===== config.mk =====
export PLATFORM = sky130hd
export DESIGN_NAME = regfile_writeback
export DESIGN_NICKNAME = d
export VERILOG_FILES = /design/src/rtl/wb_pkg.sv /design/src/rtl/wb_fifo.sv /design/src/rtl/regfile_writeback.sv
export SDC_FILE = /design/constraint.sdc
export NUM_CORES = 1
export LEC_CHECK = 0
export BUFFER_PORTS_ARGS = -buffer_cell sky130_fd_sc_hd__buf_2
export CELL_PAD_IN_SITES_DETAIL_PLACEMENT = 1
export CELL_PAD_IN_SITES_GLOBAL_PLACEMENT = 2
export CORE_MARGIN = 2
export CORE_UTILIZATION = 36
export DETAILED_ROUTE_END_ITERATION = 10
export GPL_TIMING_DRIVEN = 0
export PLACE_DENSITY = 0.88
export SYNTH_ARGS = -nofsm -noshare
export SYNTH_HDL_FRONTEND = slang
export SYNTH_HIERARCHICAL = 1
export SYNTH_SLANG_ARGS = --single-unit

===== constraint.sdc =====
create_clock -name clk -period 5.7 [get_ports clk]
set_input_delay 0.285 -clock clk [delete_from_list [all_inputs] [get_ports clk]]
set_output_delay 0.285 -clock clk [all_outputs]
set_load 0.005 [all_outputs]

===== src/rtl/wb_pkg.sv =====
// wb_pkg: shared types and defaults for the register file write-back path
package wb_pkg;
    localparam int WB_ADDR_WIDTH = 5;
    localparam int WB_DATA_WIDTH = 64;
    typedef struct packed {
        logic [WB_ADDR_WIDTH-1:0] rd;
        logic [WB_DATA_WIDTH-1:0] data;
    } wb_entry_t;
    typedef enum logic [1:0] {WB_SRC_NONE, WB_SRC_ALU, WB_SRC_FIFO, WB_SRC_LSU} wb_src_t;
endpackage


===== src/rtl/wb_fifo.sv =====
// wb_fifo: synchronous FIFO buffering load results that lost write-port arbitration
module wb_fifo
    import wb_pkg::*;
#(
    parameter int DEPTH = 2,
    parameter type entry_t = wb_entry_t
) (
    input  logic                     clk,
    input  logic                     rst_n,
    input  logic                     push,
    input  entry_t                   din,
    input  logic                     pop,
    output entry_t                   dout,
    output logic                     full,
    output logic                     empty,
    output logic [$clog2(DEPTH):0]   count
);
    localparam int PW = $clog2(DEPTH);
    entry_t mem [DEPTH];
    logic [PW-1:0] wp, rp;
    always_ff @(posedge clk or negedge rst_n) begin
        if (!rst_n) begin
            wp    <= '0;
            rp    <= '0;
            count <= '0;
        end else begin
            if (push) wp <= wp + PW'(1);
            if (pop) rp <= rp + PW'(1);
            count <= count + (PW+1)'(push) - (PW+1)'(pop);
        end
    end
    always_ff @(posedge clk)
        if (push) mem[wp] <= din;
    assign dout  = mem[rp];
    assign full  = count == (PW+1)'(DEPTH);
    assign empty = count == '0;
endmodule


===== src/rtl/regfile_writeback.sv =====
// regfile_writeback: arbitrates ALU/load results onto the register file write port and tracks pending loads
module regfile_writeback
    import wb_pkg::*;
#(
    parameter int ADDR_WIDTH = WB_ADDR_WIDTH,
    parameter int DATA_WIDTH = WB_DATA_WIDTH,
    parameter int FIFO_DEPTH = 2
) (
    input  logic                      clk,
    input  logic                      rst_n,
    input  logic                      issue_valid,
    input  logic [ADDR_WIDTH-1:0]     issue_rd,
    input  logic                      alu_valid,
    input  logic [ADDR_WIDTH-1:0]     alu_rd,
    input  logic [DATA_WIDTH-1:0]     alu_data,
    input  logic                      lsu_valid,
    output logic                      lsu_ready,
    input  logic [ADDR_WIDTH-1:0]     lsu_rd,
    input  logic [DATA_WIDTH-1:0]     lsu_data,
    output logic                      rf_wen,
    output logic [ADDR_WIDTH-1:0]     rf_rd,
    output logic [DATA_WIDTH-1:0]     rf_data,
    output logic [(1<<ADDR_WIDTH)-1:0] busy
);
    localparam int NR = 1 << ADDR_WIDTH;
    localparam int CW = $clog2(FIFO_DEPTH) + 1;
    typedef struct packed {
        logic [ADDR_WIDTH-1:0] rd;
        logic [DATA_WIDTH-1:0] data;
    } entry_t;
    entry_t        head, sel;
    wb_src_t       src;
    logic          full, empty, lsu_acc;
    logic [CW-1:0] count;
    logic [NR-1:0] set_mask, clr_mask;
    // ready comes from registered count only, so execute never sees a path from alu_valid
    assign lsu_ready = count < CW'(FIFO_DEPTH);
    always_comb begin
        lsu_acc  = lsu_valid && !full;
        src      = alu_valid ? WB_SRC_ALU : !empty ? WB_SRC_FIFO : lsu_acc ? WB_SRC_LSU : WB_SRC_NONE;
        sel      = src == WB_SRC_ALU  ? entry_t'({alu_rd, alu_data}) :
                   src == WB_SRC_FIFO ? head :
                   src == WB_SRC_LSU  ? entry_t'({lsu_rd, lsu_data}) : '0;
        set_mask = issue_valid ? NR'(1) << issue_rd : '0;
        clr_mask = (src == WB_SRC_FIFO || src == WB_SRC_LSU) ? NR'(1) << sel.rd : '0;
    end
    wb_fifo #(.DEPTH(FIFO_DEPTH), .entry_t(entry_t)) u_fifo (
        .clk   (clk),
        .rst_n (rst_n),
        .push  (lsu_acc && src != WB_SRC_LSU),
        .din   (entry_t'({lsu_rd, lsu_data})),
        .pop   (src == WB_SRC_FIFO),
        .dout  (head),
        .full  (full),
        .empty (empty),
        .count (count)
    );
    always_ff @(posedge clk or negedge rst_n) begin
        if (!rst_n) begin
            rf_wen  <= 1'b0;
            rf_rd   <= '0;
            rf_data <= '0;
            busy    <= '0;
        end else begin
            rf_wen  <= src != WB_SRC_NONE && sel.rd != '0;
            rf_rd   <= sel.rd;
            rf_data <= sel.data;
            // set after clear so a re-issue in the commit cycle keeps the bit
            busy    <= ((busy & ~clr_mask) | set_mask) & ~NR'(1);
        end
    end
endmodule

Yosys cells after proc, flatten, opt, wreduce, memory -nomap -nowiden
Memory sizes are Yosys's and may differ from the RTL's. Cells that the tools add are included. Widths: inputs -> output; s select.

Equal/unequal tests: 5. Shift-type cells: 2. Mux-type cells: 10. Reductions and logical operators: 8. $add $sub $neg: 4. $lt $le $gt $ge: 1. Bitwise logic cells: 3.

Operators with widths (count): $mux 69 (3); $mux 32 (2); $shl 1x5->32 const A (2); $and 32x32->32 (1); $not 32->32 (1); $or 32x32->32 (1); $eq 2x2->1 const B (3); $mux 2 (3); $reduce_bool 5->1 (1); $logic_and 1x1->1 (3); $add 1x1->1 const B (2); $add 2x1->2 (1); $eq 2x1->1 const B (1); $logic_not 2->1 (1); $lt 2x2->1 const B (1); $mux 1 (2); $ne 2x2->1 const B (1); $reduce_bool 2->1 (1); $sub 2x1->2 (1); $logic_not 1->1 (1); $logic_or 1x1->1 (1).

Bits in registers: 105. Memories: 1. Bits in writable memories: 138. Logic and storage cells: 41.

Memories: u_fifo.mem (words 2, width 69, read ports 1, clocked after memory_dff 0, wr ports 1, RTL line wb_fifo.sv:19) `entry_t mem [DEPTH];`.

Depth between registers and ports, before layout
Gate-level depths: netlist of the first run.

Depth after elaboration: 15. Mapped depth: 9.

By module
The synthesis of the first run kept the hierarchy.

By module, submodules not included: wb_fifo (sequential area each 4244.1 µm², area an instance 5527.8 µm², instances 1, cells each 230); regfile_writeback (sequential area each 2527.4 µm², area an instance 4421.7 µm², instances 1, cells each 426).

Worst setup path before layout of the first run
No wires, ideal clock.

Path kind: reg-to-reg. Start: reg u_fifo.count[1]. End: mem u_fifo/mem[0][0] in the netlist's numbering, enable pin. Library setup time: 505 ps. Stages on the path, launching flop included: 5. Setup slack: 1152 ps. Buffers on the path: 0. Data arrival time: 4044 ps. Cell sequence: dfrtp_1 -> nor2b_1 -> nand2b_1 -> a21oi_1 -> nor2b_1.

Word-level cells in the longest chain between the ends: 10. Elaborated cells on any way between the ends: 11. Classes of those cells: eq/ne (2); mux (5); reduce/logical (4).

RTL lines: from (decl) (RTL line wb_fifo.sv:16) `output logic [$clog2(DEPTH):0] count`; from (signal assigned) (RTL line wb_fifo.sv:29) `count <= count + (PW+1)'(push) - (PW+1)'(pop);`; $eq 2x2->1 * (RTL line wb_fifo.sv:35) `assign full = count == (PW+1)'(DEPTH);`; via full (RTL line regfile_writeback.sv:33) `logic full, empty, lsu_acc;`; $logic_not 1->1 * (RTL line regfile_writeback.sv:39) `lsu_acc = lsu_valid && !full;`; $logic_and 1x1->1 * (RTL line regfile_writeback.sv:39); $mux 2 (3 in series) (RTL line regfile_writeback.sv:40) `src = alu_valid ? WB_SRC_ALU : !empty ? WB_SRC_FIFO : lsu_acc ? WB_SRC_LSU : WB_SRC_NONE;`; $ne 2x2->1 (RTL line regfile_writeback.sv:50) `.push (lsu_acc && src != WB_SRC_LSU),`; $logic_and 1x1->1 * (RTL line regfile_writeback.sv:50); $mux 1 * (RTL line wb_fifo.sv:33) `if (push) mem[wp] <= din;`; $mux 1 (not written as such) * (RTL line wb_fifo.sv:33); to (decl) (RTL line wb_fifo.sv:19).

Mark *: on every way through the listed nets, which the timed path passes. The rest lies on a longest branch.

==> results.json, run 1 <==
{
  "outcome": "complete, no violations",
  "layout_commonest_cell": "buf_2",
  "required_ns": 6.15,
  "drv_cap": 0,
  "routed-wl-met3_mm": 1.63,
  "dieHeight_um": 170,
  "n_fill_cell": 2762,
  "setup_viol": 0,
  "cts_root_buffer": "clkbuf_16",
  "fin_crit_sh": 0.412,
  "drive_gt1_frac": 0.360,
  "slew_headroom": 0.463,
  "post_cts_buffers": 0,
  "syn_area_per_cell_um2": 15.2,
  "path_max_fanout": 10,
  "peakVddDrop_v": 0.000238,
  "place_area_um2": 11700,
  "ys_seq_area_frac": 0.681,
  "drt_first_pass_iters": 9,
  "async_flop_share": 0.432,
  "slowest_stage": "dfrtp_1",
  "syn_area_um2": 9950,
  "die_x_um": 170,
  "routed-wl-met2_mm": 15.8,
  "synthSimpleGateAreaFrac": 0.0533,
  "p_leak_nw": 6.16,
  "worst_path_most_repeated_cell": "buf_2",
  "via_per_inst": 5.10,
  "cts.sinks": 243,
  "area_growth_pct": 38.7,
  "power_density_nw_per_um2": 459,
  "wl_mm": 30.8,
  "synth_compound_area_frac": 0.0963,
  "drc": 0,
  "setup.worst_path.start_class": "flop",
  "rsz0062_at_grt": "no",
  "synth_xor_area_frac": 0.00415,
  "synth_edf_count": 138,
  "grt_pass1_wl_mm": 46.8,
  "synth_top_family_by_area": "multiplexers",
  "grt_max_degree": 62,
  "clock_latency_ns": 0.54,
  "highest-signal-layer": "met4",
  "placedCellCount": 1250,
  "final_cell_mix": "buf_2, edfxtp_1, dlygate4sd3_1, dfrtp_1, inv_1",
  "dp_slack_ns": 3.36,
  "finalNetCount": 1210,
  "fin_area_um2": 13800,
  "cts_tree": "done",
  "r2r_cells": 7,
  "io_buffers": 249,
  "critPathCaptureType": "flop",
  "synth_cell_type_count": 45,
  "num_rows": 60,
  "fmax_mhz": 426,
  "grt_pass1_vias": 8153,
  "grt_overflow": 0,
  "gp_congestion": 0.778,
  "dpl.hpwl_mm": 18.9,
  "skew_ns": 0.0201,
  "holdWs_ns": 0.0129,
  "ys.flop_type": "edfxtp_1",
  "postSynthCellCount": 656,
  "antenna_found_initial": 4,
  "wl_per_cell_um": 21.6,
  "coreArea_um2": 27000,
  "slew_viol_final": 0,
  "clk_path_buf_depth": 3,
  "path_class": "flop to flop",
  "holdPathStages": 3,
  "synth_nets": 806,
  "hold_path_class": "input port to flop",
  "numCtsBuffers": 27,
  "synthAdderAreaFrac": 0.00252,
  "drt_iter0_drc": 599,
  "synth_seq_cells": 243,
  "critPathMaxStageDelay_ns": 0.41,
  "initial_core_util": 0.368,
  "antenna_left": 0,
  "yosys-mux-area-fraction": 0.104,
  "hold_viol": 0,
  "vias": 7283,
  "grt_usage": 0.212,
  "worst_slack_ns": 3.35,
  "min_period_ns": 2.35,
  "ios": 251,
  "cts_max_level": 1,
  "path_cells": "nor2_1, buf_6, nor4bb_1, buf_2, buf_2, a222oi_1, inv_1",
  "yosys_warnings": 6,
  "tightest_slew_ns": 0.805,
  "dieArea_um2": 29000,
  "stdcell_count": 1427,
  "drt-met1-wl_mm": 12.6,
  "critPathArrivalTime_ns": 2.80,
  "clk_pin_slew_ns": 0.06
}
## synth_stat cells (3+ instances only)
library cell  count  area share
buf_2            10      0.0050
nand3_1           9      0.0045
o21ai_0          19      0.0096
buf_1             5      0.0019
nand2b_1          6      0.0038
a222oi_1         64       0.064
edfxtp_1        138        0.42
buf_12            7       0.014
nor2_1            9      0.0034
mux2_4           69        0.10
clkbuf_1         13      0.0049
and2_1            4      0.0025
dfrtp_1         105        0.26
nor3_1            3      0.0015
nand2_1          56       0.021
inv_1            73       0.028
o21ai_1          14      0.0070
o31ai_1           6      0.0045
nor2b_1           7      0.0044
buf_6             3      0.0034
## routing by layer
layer | vias to the layer above | global-route usage
met5 | - | 0
li1 | 3283 | -
met3 | 60 | 0.0342
met2 | 273 | 0.384
met1 | 3667 | 0.258
met4 | 0 | 0.0647
## logic make-up (layout without fill, tap and decap cells)
logic type | Yosys count | after routing
muxes | 69 | 69
and+or+nand+nor | 108 | 108
xor gates and xnor gates | 3 | 3
buffers and inverters | 114 | 539
adders and majority gates | 2 | 2
other | 1 | 6
AOI/OAI and AO/OA | 116 | 116
DFF | 243 | 243
## flip-flops by register name, indices dropped and copies added (netlist names)
signal,count
u_fifo/count,2
rf_wen,1
rf_data,64
busy,31
u_fifo/mem,138
rf_rd,5
u_fifo/wp,1
u_fifo/rp,1
## cell type report
class | instances | area [um2] | area share
clock inverters | 12 | 116 | 0.00843
flip-flops and latches | 243 | 6770 | 0.491
plain buffers | 39 | 299 | 0.0217
inverters | 75 | 284 | 0.0206
well taps | 341 | 427 | 0.0309
multi-input cells | 299 | 2610 | 0.189
repair buffers | 375 | 2570 | 0.186
clock buffers | 38 | 717 | 0.0519
diodes | 5 | 12.5 | 0.000907
## worst max-delay path, delay by kind of cell (launching register included)
| family | cells | cell delay (ns) |
|---|---|---|
| flops | 1 | 0.41 |
| compound gates | 1 | 0.15 |
| simple gates | 2 | 0.62 |
| buf+inv | 4 | 1.07 |
## per-stage QoR
stage / power [mW] / util / TNS (ns)
2_1_floorplan: 3.84 / - / 0
3_3_place_gp: 4.52 / 0.430 / -70.67
3_5_place_dp: 4.60 / 0.434 / 0
4_1_cts: 6.36 / 0.510 / 0
5_1_grt: 6.65 / 0.511 / 0
6_report: 6.33 / 0.511 / 0
## report_power, final
part,total (mW),internal [mW],switching [mW]
combinational,2.07,1.03,1.04
clock,1.67,0.968,0.704
sequential,2.59,2.41,0.180
## path summary, 6_finish.rpt
kind / slack, ns / end / startpoint
hold / removal: 0.01 / rf_data[12] / alu_data[12]
hold reg to reg: 0.49 / busy[3] / busy[3]
setup reg to reg: 3.35 / rf_data[34] / u_fifo/count[1]
setup / recovery: 3.35 / rf_data[34] / u_fifo/count[1]
max in group asynchronous: 4.75 / rf_data[4] / rst_n
min in group asynchronous: 0.26 / busy[31] / rst_n
## timing repair
action | CTS | global route
endpoints found under the hold margin | 237 | 0
hold buffers | 122 | 0
gates resized for setup | 0 | 0
(Power assumes the default switching activity.)
==> run 2, diff against run 1 <==
- ABC_AREA: default -> 1
- CORE_UTILIZATION: 36 -> 30
- PLACE_DENSITY: 0.88 -> 0.85
- clock period: 5.7 -> 2.1 ns (I/O delays scaled with it)
==> run 2 against run 1 <==
First-iteration DRC count down 41%. Sequential power grew to 2.7 times the previous value. Combinational power increased to 2.5 times the previous value. Design area is 3.3% higher. Register-to-register slack worse by 3.3 ns. Synthesized area down 0.39%. Worst hold slack improved by 0.015 ns. Die area is 19% higher. Largest power group unchanged.
==> results.json, run 2 <==
{
  "ios": 251,
  "wl_per_cell_um": 18.4,
  "synth_common_cells": "nand2_1, edfxtp_1, dfrtp_1, inv_1",
  "fmax_mhz": 499,
  "yosysMostFrequentCell": "nand2_1",
  "syn_area_per_cell_um2": 10.8,
  "power_density_nw_per_um2": 1200,
  "ys_seq_area_frac": 0.683,
  "via_per_inst": 4.61,
  "dieArea_um2": 34500,
  "cts_root_buffer": "clkbuf_16",
  "clk_pin_slew_ns": 0.06,
  "regMostFlops": "u_fifo/mem",
  "layout_commonest_cell": "nand2_1",
  "p_leak_nw": 6.52,
  "path_class": "flop to flop",
  "slew_viol_final": 0,
  "drt_first_pass_iters": 4,
  "synth_area_leaders": "edfxtp_1, dfrtp_1, nand2_1, a22oi_1, o21ai_0",
  "syn_area_um2": 9910,
  "antenna_found_initial": 4,
  "drv_cap": 0,
  "hold_start": "lsu_valid",
  "grt_pass1_wl_mm": 50.1,
  "wl_mm": 33.5,
  "required_ns": 2.52,
  "num_rows": 66,
  "p_sw_mw": 5.73,
  "grt_overflow": 0,
  "yosysTopAreaCellShare": 0.418,
  "n_fill_cell": 3704,
  "antenna_left": 0,
  "synth_top_cell_by_area": "edfxtp_1",
  "min_period_ns": 2.00,
  "slew_headroom": 0.522,
  "async_flop_share": 0.432,
  "p_seq_frac": 0.416,
  "drt_iter0_drc": 356,
  "internal-power_mw": 11.3,
  "critPathArrivalTime_ns": 2.42,
  "synth_cell_type_count": 26,
  "fin_crit_sh": 0.954,
  "skew_ns": 0.0294,
  "final_cell_mix": "nand2_1, buf_2, dlygate4sd3_1, edfxtp_1, dfrtp_1",
  "setup.worst_path.start_class": "flop",
  "tightest_slew_ns": 0.717,
  "fin_util": 0.438,
  "grt_max_degree": 56,
  "cts.sinks": 243,
  "sw_frac_of_total": 0.336,
  "postSynthCellCount": 918,
  "path_max_fanout": 10,
  "yosys_warnings": 6,
  "gp_congestion": 0.851,
  "p_comb_frac": 0.305,
  "rrSetupSlack_ns": 0.1,
  "drive_gt1_frac": 0.264,
  "synth_nets": 1068,
  "area_growth_pct": 43.8,
  "finalNetCount": 1499,
  "peakVddDrop_v": 0.000702,
  "p_clk_frac": 0.279,
  "setup_viol": 0,
  "clk_path_buf_depth": 3,
  "die_x_um": 186,
  "initial_core_util": 0.305,
  "hold_viol": 0,
  "synth_seq_cells": 243,
  "ys.flop_type": "edfxtp_1",
  "clock_latency_ns": 0.55,
  "grt_pass1_vias": 8935,
  "largest_register_ffs": 138,
  "coreArea_um2": 32500,
  "dpl.hpwl_mm": 21.8,
  "critPathCaptureType": "flop",
  "reg_top3": "u_fifo/mem (138), rf_data (64), busy (31)",
  "vias": 8369,
  "hold_path_class": "input port to flop",
  "cts_max_level": 1,
  "crit_start": "u_fifo/rp",
  "dieHeight_um": 186,
  "rsz0062_at_grt": "yes",
  "synth_edf_count": 138,
  "grt_usage": 0.190,
  "cts_tree": "done",
  "numCtsBuffers": 28,
  "r2r_start": "u_fifo/rp",
  "io_buffers": 248,
  "outcome": "complete, no violations",
  "drc": 0,
  "power_mw": 17.1
}
[run 2: cell types whose count changed after synthesis, moves of 7 or more]
cell | previous run | this run
o21ai_1 | 14 | 6
o21ai_0 | 19 | 64
a222oi_1 | 64 | 0
nand2_1 | 56 | 317
inv_1 | 73 | 85
buf_4 | 1 | 12
mux2_4 | 69 | 0
nand3_1 | 9 | 17
nor2_1 | 9 | 20
a22oi_1 | 0 | 64
nand4_1 | 2 | 24
buf_12 | 7 | 0
nor2b_1 | 7 | 0
[run 2: power groups by stage]
stage	logic, mW	registers, mW	clock network, mW
floorplan	2.53	7.16	0
global placement	4.63	7.14	0
detailed placement	4.90	7.15	0
CTS	5.20	7.08	4.89
global route	5.81	7.24	5.05
finish	5.20	7.09	4.76
[run 2: path summary, 6_finish.rpt]
| path | cells past startpoint | end |
|---|---|---|
| worst min-delay path | 4 | u_fifo/wp |
| max in group asynchronous | 3 | busy[12] |
| min in group asynchronous | 2 | rf_data[39] |
| worst min register to register | 2 | busy[22] |
| worst max-delay path | 10 | busy[5] |
| worst max register to register | 10 | busy[5] |
[run 2: critical path: stages, from the launching register on]
cell	delay, ns
dfrtp_1	0.41
buf_6	0.17
buf_4	0.19
nand2_1	0.06
o21ai_0	0.13
nand2_1	0.12
nand3_2	0.14
nor2_2	0.38
nand4_1	0.16
nand2_1	0.09
nand2_1	0.04
[run 2: final cells by class]
type | instances | area [um2] | share of cell area
flip-flops and latches | 243 | 6770 | 0.475
repair buffers | 399 | 2810 | 0.197
multi-input cells | 540 | 2590 | 0.182
clock buffers | 39 | 782 | 0.0549
well taps | 442 | 553 | 0.0388
inverters | 89 | 338 | 0.0237
plain buffers | 47 | 264 | 0.0185
clock inverters | 11 | 120 | 0.00843
diodes | 5 | 12.5 | 0.000878
repair inverters | 1 | 7.51 | 0.000527
[run 2: timing repair]
item                                    CTS  global route
buffers inserted                          2             2
hold endpoints to repair                281             0
gates cloned                              2             0
hold buffers                            142             0
resized for setup                         2            11
endpoints found under the setup margin   91            46
pin swaps                                 1             0
[run 2: logic make-up after synthesis]
group                    count (synthesis)  synth area share
XOR/XNOR                                 2           0.00177
buffers and inverters                  136            0.0596
AO/OA/AOI/OAI                          139            0.0886
AND/OR/NAND/NOR                        395             0.164
flip-flops                             243             0.683
other                                    1          0.000378
adder cells (fa/ha/maj)                  2           0.00252
[run 2: metrics by stage]
stage | instance area [um2] | TNS [ns] | hold WS, ns | cells | setup WS [ns]
6_report | 14200 | 0 | 0.0283 | 1816 | 0.0959
2_1_floorplan | 9940 | -25.15 | -0.191 | 918 | -0.185
3_3_place_gp | 11700 | -195.96 | 0.309 | 1608 | -1.02
4_1_cts | 14200 | 0 | 0.0102 | 1809 | 0.0349
5_1_grt | 14200 | -0.450 | 0.0297 | 1812 | -0.0721
3_5_place_dp | 11900 | -14.17 | 0.108 | 1613 | -0.262
[run 2: layer usage]
layer | global-route usage | wire length [um] | vias up
met4 | 0.0406 | 653 | 0
met2 | 0.335 | 16300 | 277
met5 | 0 | 0 | -
li1 | - | - | 3947
met1 | 0.234 | 14000 | 4104
met3 | 0.0472 | 2540 | 41
